[config.mk]
export PLATFORM = sky130hd
export DESIGN_NAME = seven_segment_scanner
export DESIGN_NICKNAME = d
export VERILOG_FILES = /design/src/rtl/seg_pkg.sv /design/src/rtl/seg_font_decode.sv /design/src/rtl/seven_segment_scanner.sv
export SDC_FILE = /design/constraint.sdc
export NUM_CORES = 1
export LEC_CHECK = 0
export BUFFER_PORTS_ARGS = -buffer_cell sky130_fd_sc_hd__buf_2
export CORE_AREA = 2 2 99 101
export CTS_BUF_LIST = sky130_fd_sc_hd__clkbuf_8
export DETAILED_ROUTE_END_ITERATION = 6
export DIE_AREA = 0 0 101 103
export SYNTH_ARGS = -nofsm -noshare
export SYNTH_HDL_FRONTEND = slang
export SYNTH_SLANG_ARGS = --single-unit
[constraint.sdc]
create_clock -name clk -period 2.3 [get_ports clk]
set_input_delay 0.23 -clock clk [delete_from_list [all_inputs] [get_ports clk]]
set_output_delay 0.23 -clock clk [all_outputs]
set_load 0.01 [all_outputs]
[src/rtl/seg_pkg.sv]
// ============================================================================
// Module      : seg_pkg
// Description : Segment-vector type and active-low font constants shared by
//               the seven-segment scanner and its font decoder.
// Revision    : 1.0 - initial release
// ============================================================================
`default_nettype none

package seg_pkg;

  // Segment vector ordered {g,f,e,d,c,b,a}; a 0 bit lights the segment.
  typedef logic [6:0] seg_t;

  localparam seg_t SEG_BLANK = 7'b1111111;

  localparam seg_t SEG_0 = 7'b1000000;
  localparam seg_t SEG_1 = 7'b1111001;
  localparam seg_t SEG_2 = 7'b0100100;
  localparam seg_t SEG_3 = 7'b0110000;
  localparam seg_t SEG_4 = 7'b0011001;
  localparam seg_t SEG_5 = 7'b0010010;
  localparam seg_t SEG_6 = 7'b0000010;
  localparam seg_t SEG_7 = 7'b1111000;
  localparam seg_t SEG_8 = 7'b0000000;
  localparam seg_t SEG_9 = 7'b0010000;
  localparam seg_t SEG_A = 7'b0001000;
  localparam seg_t SEG_B = 7'b0000011;
  localparam seg_t SEG_C = 7'b1000110;
  localparam seg_t SEG_D = 7'b0100001;
  localparam seg_t SEG_E = 7'b0000110;
  localparam seg_t SEG_F = 7'b0001110;

endpackage

`default_nettype wire

[src/rtl/seg_font_decode.sv]
// ============================================================================
// Module      : seg_font_decode
// Description : Combinational nibble to active-low segment lookup.
//               Build option SEG_HEX_EN: defined renders 10-15 as A b C d E F,
//               undefined renders 10-15 blank (BCD-only display).
// Revision    : 1.0 - initial release
// ============================================================================
`default_nettype none

module seg_font_decode
  import seg_pkg::*;
(
  input  logic [3:0] nib,
  output seg_t       seg
);

  // Font lookup; hex glyphs only exist when the hex build option is set.
  always_comb begin
    seg = SEG_BLANK;
    case (nib)
      4'h0: seg = SEG_0;
      4'h1: seg = SEG_1;
      4'h2: seg = SEG_2;
      4'h3: seg = SEG_3;
      4'h4: seg = SEG_4;
      4'h5: seg = SEG_5;
      4'h6: seg = SEG_6;
      4'h7: seg = SEG_7;
      4'h8: seg = SEG_8;
      4'h9: seg = SEG_9;
`ifdef SEG_HEX_EN
      4'hA: seg = SEG_A;
      4'hB: seg = SEG_B;
      4'hC: seg = SEG_C;
      4'hD: seg = SEG_D;
      4'hE: seg = SEG_E;
      4'hF: seg = SEG_F;
`else
      default: seg = SEG_BLANK;
`endif
    endcase
  end

endmodule

`default_nettype wire

[src/rtl/seven_segment_scanner.sv]
// ============================================================================
// Module      : seven_segment_scanner
// Description : Time-multiplexed common-anode seven-segment driver with a
//               double-buffered value, per-digit enable, decimal points,
//               leading-zero blanking and an anti-ghosting blank interval.
//               Build option SEG_HEX_EN selects hex glyphs for 10-15.
// Revision    : 1.0 - initial release
// ============================================================================
`default_nettype none

module seven_segment_scanner
  import seg_pkg::*;
#(
  parameter int DIGITS       = 4,
  parameter int REFRESH_DIV  = 100000,
  parameter int BLANK_CYCLES = 2
) (
  input  logic                clk,
  input  logic                rst_n,
  input  logic                load,
  input  logic [4*DIGITS-1:0] value,
  input  logic [DIGITS-1:0]   dp_in,
  input  logic [DIGITS-1:0]   digit_en,
  input  logic                lz_blank,
  output logic [6:0]          seg,
  output logic                dp,
  output logic [DIGITS-1:0]   an,
  output logic                frame_tick
);

  localparam int c_cnt_w = (REFRESH_DIV > 1) ? $clog2(REFRESH_DIV) : 1;
  localparam int c_idx_w = (DIGITS > 1) ? $clog2(DIGITS) : 1;
  localparam logic [c_cnt_w-1:0] c_last_cnt = c_cnt_w'(REFRESH_DIV - 1);
  localparam logic [c_idx_w-1:0] c_last_idx = c_idx_w'(DIGITS - 1);

  logic [c_cnt_w-1:0]  r_cnt;
  logic [c_idx_w-1:0]  r_idx;
  logic [4*DIGITS-1:0] r_pend;
  logic [DIGITS-1:0]   r_pend_dp;
  logic [4*DIGITS-1:0] r_act;
  logic [DIGITS-1:0]   r_act_dp;
  logic                r_wrapped;

  logic                w_cnt_wrap;
  logic                w_frame_wrap;
  logic                w_in_blank;
  logic [3:0]          w_nib;
  logic                w_en;
  logic                w_act_dp;
  logic                w_lz;
  logic [DIGITS-1:0]   w_an_sel;
  logic                w_run;
  seg_t                w_font;

  assign w_cnt_wrap   = (r_cnt == c_last_cnt);
  assign w_frame_wrap = w_cnt_wrap && (r_idx == c_last_idx);

  // Anti-ghosting window at the start of each slot; absent when zero-length.
  generate
    if (BLANK_CYCLES == 0) begin : g_blank_none
      assign w_in_blank = 1'b0;
    end else begin : g_blank_win
      assign w_in_blank = (r_cnt < c_cnt_w'(BLANK_CYCLES));
    end
  endgenerate

  // Slot counter and digit index; the index wrap marks the frame boundary.
  always_ff @(posedge clk or negedge rst_n) begin
    if (!rst_n) begin
      r_cnt     <= '0;
      r_idx     <= '0;
      r_wrapped <= 1'b0;
    end else begin
      r_wrapped <= w_frame_wrap;
      if (w_cnt_wrap) begin
        r_cnt <= '0;
        r_idx <= w_frame_wrap ? '0 : r_idx + c_idx_w'(1);
      end else begin
        r_cnt <= r_cnt + c_cnt_w'(1);
      end
    end
  end

  // Double buffer: a load at the boundary bypasses pending so it is not lost.
  always_ff @(posedge clk or negedge rst_n) begin
    if (!rst_n) begin
      r_pend    <= '0;
      r_pend_dp <= '0;
      r_act     <= '0;
      r_act_dp  <= '0;
    end else begin
      if (load) begin
        r_pend    <= value;
        r_pend_dp <= dp_in;
      end
      if (w_frame_wrap) begin
        r_act    <= load ? value : r_pend;
        r_act_dp <= load ? dp_in : r_pend_dp;
      end
    end
  end

  // Select the current digit and decide whether it is a leading zero by
  // sweeping from the most significant digit down.
  always_comb begin
    w_nib    = 4'h0;
    w_en     = 1'b0;
    w_act_dp = 1'b0;
    w_lz     = 1'b0;
    w_an_sel = '1;
    w_run    = 1'b1;
    for (int i = DIGITS - 1; i >= 0; i--) begin
      w_run = w_run && (r_act[4*i +: 4] == 4'h0);
      if (r_idx == c_idx_w'(i)) begin
        w_nib       = r_act[4*i +: 4];
        w_en        = digit_en[i];
        w_act_dp    = r_act_dp[i];
        w_lz        = w_run && (i != 0);
        w_an_sel[i] = 1'b0;
      end
    end
  end

  seg_font_decode u_font (
    .nib (w_nib),
    .seg (w_font)
  );

  // Registered pin drivers; a blanked leading zero keeps its anode and dp.
  always_ff @(posedge clk or negedge rst_n) begin
    if (!rst_n) begin
      seg        <= SEG_BLANK;
      dp         <= 1'b1;
      an         <= '1;
      frame_tick <= 1'b0;
    end else begin
      frame_tick <= r_wrapped;
      if (w_in_blank || !w_en) begin
        seg <= SEG_BLANK;
        dp  <= 1'b1;
        an  <= '1;
      end else begin
        seg <= (lz_blank && w_lz) ? SEG_BLANK : w_font;
        dp  <= ~w_act_dp;
        an  <= w_an_sel;
      end
    end
  end

endmodule

`default_nettype wire

Yosys cells after proc, flatten, opt, wreduce, memory -nomap -nowiden
Memories as Yosys holds them, arrays and structs flattened.
Cells that the tools add are included.
W data, S select, Z words.
- order comparisons: 1
- bitwise operators: 1
- equal/unequal tests: 4
- add/sub/neg operators: 2
- reduce and logical (&&, ||, !) cells: 10
- mux-type cells: 28
- operator list (kind ; count):
    $mux W4 ; 6
    $add A17 B1 Y17 const B ; 1
    $eq A17 B17 Y1 const B ; 1
    $lt A17 B2 Y1 const B ; 1
    $mux W1 ; 17
    $mux W17 ; 1
    $mux W16 ; 1
    $mux W7 ; 2
    $logic_not A4 Y1 ; 3
    $eq A2 B2 Y1 const B ; 2
    $logic_and A1 B1 Y1 ; 4
    $add A2 B1 Y2 const B ; 1
    $eq A2 B1 Y1 const B ; 1
    $logic_not A2 Y1 ; 1
    $mux W2 ; 1
    $logic_not A1 Y1 ; 1
    $logic_or A1 B1 Y1 ; 1
    $not A1 Y1 ; 1
- bits in read-only memories: 112
- memories kept: 1
- register bits after elaboration: 73
- output and inout port bits: 13
- memories (name ; words ; width ; rd ports ; clocked after memory_dff ; wr ports ; RTL line ; RTL):
    (no name shown) ; 16 ; 7 ; 1 ; 0 ; 0 ; seg_font_decode.sv:20 ; case (nib)

Logic depth before layout (Yosys ltp)
- depth after elaboration: 8
- mapped depth: 11
- gate-level depth less buffers: 10

By module
From an unflattened synthesis, not the netlist that was laid out.
- cell total of the unflattened synthesis: 287
- area, all modules: 3482.1 µm²
- by module, submodules not included (module ; seq. area each (µm²) ; cells an instance ; area an instance (µm²) ; times used):
    seven_segment_scanner ; 1841.8 ; 256 ; 3281.9 ; 1
    seg_font_decode ; 0.0 ; 31 ; 200.2 ; 1

Worst setup path before layout
Ideal clock, no wire load.
- path type: register to register
- start: register r_idx[0]
- end: register seg[3]
- stages on the path, launching flop included: 12
- path buffers: 2
- setup time: 88 ps
- period minus slack after synthesis: 2091 ps
- setup slack: 209 ps
- data arrival time: 2004 ps
- cells stage by stage: dfrtp_1 -> inv_1 -> ha_1 -> buf_2 -> or2_1 -> buf_2 -> o221ai_1 -> inv_1 -> ha_1 -> inv_1 -> o21ai_0 -> nand4_1
- word-level cells in the longest chain between the ends: 8
- elaborated cells on any way between the ends: 22
- those cells by class: eq/ne (3); mux (14); reduce/logical (4); memory (1)
- RTL lines (element ; RTL line ; RTL):
    from (decl) ; seven_segment_scanner.sv:37 ; logic [c_idx_w-1:0] r_idx;
    from (signal assigned) ; seven_segment_scanner.sv:77 ; r_idx <= w_frame_wrap ? '0 : r_idx + c_idx_w'(1);
    $eq A2 B2 Y1 ; seven_segment_scanner.sv:114 ; if (r_idx == c_idx_w'(i)) begin
    $mux W4 / $mux W1 (equally long branches) (4 in a row) ; seven_segment_scanner.sv:114 ;
    $mem_v2 Z16 W7, or another cell as far along ; - ;
    $mux W7 / $logic_or A1 B1 Y1 (equally long branches) ; seven_segment_scanner.sv:143, seven_segment_scanner.sv:138 ;
    $mux W7 * ; seven_segment_scanner.sv:138 ; if (w_in_blank || !w_en) begin
    to (signal assigned) ; seven_segment_scanner.sv:143 ; seg <= (lz_blank && w_lz) ? SEG_BLANK : w_font;
    to (decl) ; seven_segment_scanner.sv:25 ; output logic [6:0] seg,
Mark *: on every way between the ends. The rest lies on a longest branch, timed or not.
A chain may end at the register's enable or synchronous reset.

Worst setup path after layout
- start: register r_idx[1]
- end: register seg[3]
The elaborated chain is that of the path after synthesis.

==> results.yml <==
run_status:
  run_status: "completed"
pwr:
  power_per_cell_area_nw_per_um2: 651
  p_leak_nw: 1.74
  ir_drop_mv: 0.258
global_route:
  antenna_found_initial: 0
  groute.usage.overall_pct: 13.2
  via_count_of_the_first_global_routing_pass: 2092
  globalRoute.totalOverflow: 0
  grt_max_degree: 45
  wire_length_of_the_first_global_routing_pass_mm: 10.3
clock_network:
  clock_latency_on_the_worst_skew_pair_ns: 0.34
  clk_transition_reported_paths_ns: 0.07
  cts_max_path_buffers: 2
  tritoncts: "done"
  htree_levels: 3
  tritoncts.num_buffers: 9
  clkSinkCount: 73
  clk_root_buffer_cell: "sky130_fd_sc_hd__clkbuf_8"
min_path:
  worst_hold_path_type: "input port to flip-flop"
yosys:
  yosysSeqAreaShare_pct: 57.1
  synth.cell_area_um2: 3230
  synth_area_leaders: "sky130_fd_sc_hd__dfrtp_1 47%, sky130_fd_sc_hd__mux2_2 14%, sky130_fd_sc_hd__dfstp_2 9.8%, sky130_fd_sc_hd__nand2_1 2.6%, sky130_fd_sc_hd__xnor2_1 2.4%"
  synth.yosys.warnings: 0
  syn_area_per_cell_um2: 12.2
  synthDistinctLibCells: 38
  synthFlopType: "sky130_fd_sc_hd__dfrtp_1"
  synth_top_cell_area_share_pct: 47.3
  yosys_register_bits: 73
  syn_inst: 265
  synth.net_count: 299
  asyncSetResetFlopFracSynth_pct: 100
  area_leader_netlist: "sky130_fd_sc_hd__dfrtp_1"
  number_of_enable_flip_flop_cells_after_synthesis: 0
timing:
  setup_repair_after_global_routing_missed_its_margin: "no"
  final-hold-violation-count: 0
  fin_worst_hold_slack_ns: 0.114
  fmaxAchievable_ghz: 0.489
  finalSetupTns_ns: 0
  timing.final.crit_share_pct: 89.0
  fin_crit_ns: 2.05
  fin_skew_ns: 0.0106
  max_slew_margin_pct: 56.2
  report.final.slew_viol_count: 0
  setup_violations: 0
  worst_slew_pin_slew_ns: 0.657
placed_design:
  hpwlAfterDp_mm: 4.37
  place.port_buffers: 40
  place_congestion: 0.806
  place_area_um2: 3580
critical_path:
  critical_path.startpoint_type: "flip-flop"
  criticalPathCategory: "flip-flop to flip-flop"
  worstPathCellList: "inv_1 -> ha_1 -> or2_4 -> o221ai_1 -> inv_1 -> ha_1 -> inv_1 -> o21ai_0 -> nand4_1"
  worst-path-max-fanout: 8
  endpoint_type_of_the_worst_setup_path: "flip-flop"
  cp_data_required_time_ns: 2.56
  worst_path_cell_with_the_longest_stage_delay: "sky130_fd_sc_hd__dfrtp_1"
  cpMostUsedCell: "sky130_fd_sc_hd__inv_1"
  crit_path_max_incr_delay_ns: 0.37
  critPathArrivalTime_ns: 2.30
detailed_routing:
  route.detailed.drc: 0
  detailroute.via_count: 2108
  via_per_inst: 4.88
  avgRoutedWirePerCell_um: 13.9
  routed_wirelength_mm: 6.02
  firstDrtPassIters: 4
  antenna_left: 0
  drt_first_iter_violations: 86
cells_and_area:
  layout.cell_area.non_filler_um2: 3810
  final_layout_size_suffix_gt1_share_pct: 38.7
  antennaDiodeCount: 0
  synth_to_layout_area_growth_pct: 18.1
  num-nets-final: 347
floorplan:
  core_area_um2: 9460
  die_area_um2: 10400
  initial_utilization_pct: 34.1
  core.rowCount: 36
  die_height_um: 103
  die-width_um: 101
  num_io_pins: 41
flow_run:
  max_cap_viol_count: 0
[sequential cells by signal, summed over array words and instances, names as in the netlist, 2 cells and up]
name       flops
an             4
r_act         16
r_act_dp       4
r_cnt         17
r_idx          2
r_pend        16
r_pend_dp      4
seg            7
[cell usage in the layout, fill, tap and decap left out, types with 3 or more instances in the layout]
cell / count
sky130_fd_sc_hd__a21oi_1: 9
sky130_fd_sc_hd__buf_2: 40
sky130_fd_sc_hd__buf_4: 5
sky130_fd_sc_hd__clkbuf_8: 12
sky130_fd_sc_hd__dfrtp_1: 61
sky130_fd_sc_hd__dfstp_2: 12
sky130_fd_sc_hd__ha_1: 4
sky130_fd_sc_hd__inv_1: 9
sky130_fd_sc_hd__mux2_2: 40
sky130_fd_sc_hd__nand2_1: 22
sky130_fd_sc_hd__nand2b_1: 3
sky130_fd_sc_hd__nand3_1: 9
sky130_fd_sc_hd__nand3b_1: 3
sky130_fd_sc_hd__nand4_1: 5
sky130_fd_sc_hd__nor2_1: 16
sky130_fd_sc_hd__nor3_1: 5
sky130_fd_sc_hd__nor4_1: 4
sky130_fd_sc_hd__o21ai_0: 13
sky130_fd_sc_hd__xnor2_1: 9
sky130_fd_sc_hd__xor2_1: 5
[per-stage QoR]
step	instances	util [%]	power (mW)	setup WS (ns)
6_report	432	40.3	2.48	0.254
5_1_grt	432	40.3	2.62	0.0168
4_1_cts	431	40.1	2.53	0.182
3_5_place_dp	414	37.8	1.49	0.190
3_3_place_gp	414	37.8	1.49	0.266
2_1_floorplan	265	-	1.42	0.209
[power breakdown]
group,switching [mW],internal [mW]
logic,0.0668,0.0605
clock network,0.435,0.580
registers,0.00927,1.33
total,0.511,1.97
[kinds of logic after synthesis]
family	count (synthesis)	share of synthesized area, %
compound gates	34	6.44
xor+xnor	14	3.80
fa+ha+maj	6	2.33
buf+inv	18	2.75
flops	73	57.1
mux	40	14.0
simple gates	80	13.6
[cells in the mapped netlist (all sizes together), types with 2 or more instances]
master	n
xnor2	9
buf	7
inv	7
and4	2
nand4	5
xor2	5
and3	2
nor4	7
nand2b	3
a21oi	11
nand2	22
o221ai	2
nand3b	3
ha	6
nand3	9
o22ai	2
clkbuf	4
o21ai	13
dfstp	12
nor3	6
mux2	40
dfrtp	61
nor2b	2
nor2	16
[area by class of cell]
cell class,count,area (um^2)
Tap cell,114,143
Fill cell,926,5650
Multi-Input combinational cell,174,1300
Clock buffer,12,165
Timing Repair Buffer,48,288
Clock inverter,4,42.5
Sequential cell,73,1840
Inverter,7,26.3
[worst max-delay path: cells and delay by family, from the launching register on]
kind                     cells  cell delay [ns]
AO/OA/AOI/OAI                2             0.37
AND/OR/NAND/NOR              2             0.42
adder cells (fa/ha/maj)      2             0.59
flip-flops                   1             0.37
buffers and inverters        3             0.21
[worst paths after layout]
check | from | to | slack (ns) | cells past startpoint
setup reg to reg | r_idx[1] | seg[3] | 0.25 | 9
max in group asynchronous | rst_n | dp | 1.11 | 3
hold reg to reg | r_wrapped | frame_tick | 0.36 | 0
hold / removal | digit_en[0] | an[0] | 0.11 | 2
setup / recovery | r_idx[1] | seg[3] | 0.25 | 9
min in group asynchronous | rst_n | r_act[2] | 0.48 | 2
[routing by layer]
metal / wire length (um) / GRT usage (%) / up-vias / share of wire, %
met1: 2790 / 16.7 / 1045 / 46
met3: 327 / 4.88 / 4 / 5.4
met4: 57 / 5.30 / 0 / 0.95
met5: 0 / 0 / - / 0
met2: 2840 / 20.6 / 33 / 47
li1: - / - / 1026 / -
[timing repair]
action	4_1_cts	5_1_grt
buffers inserted	0	1
hold buffers	1	0
resized for setup	0	3
hold endpoints to repair	18	0
endpoints found under the setup margin	0	3
(Power assumes the default switching activity.)
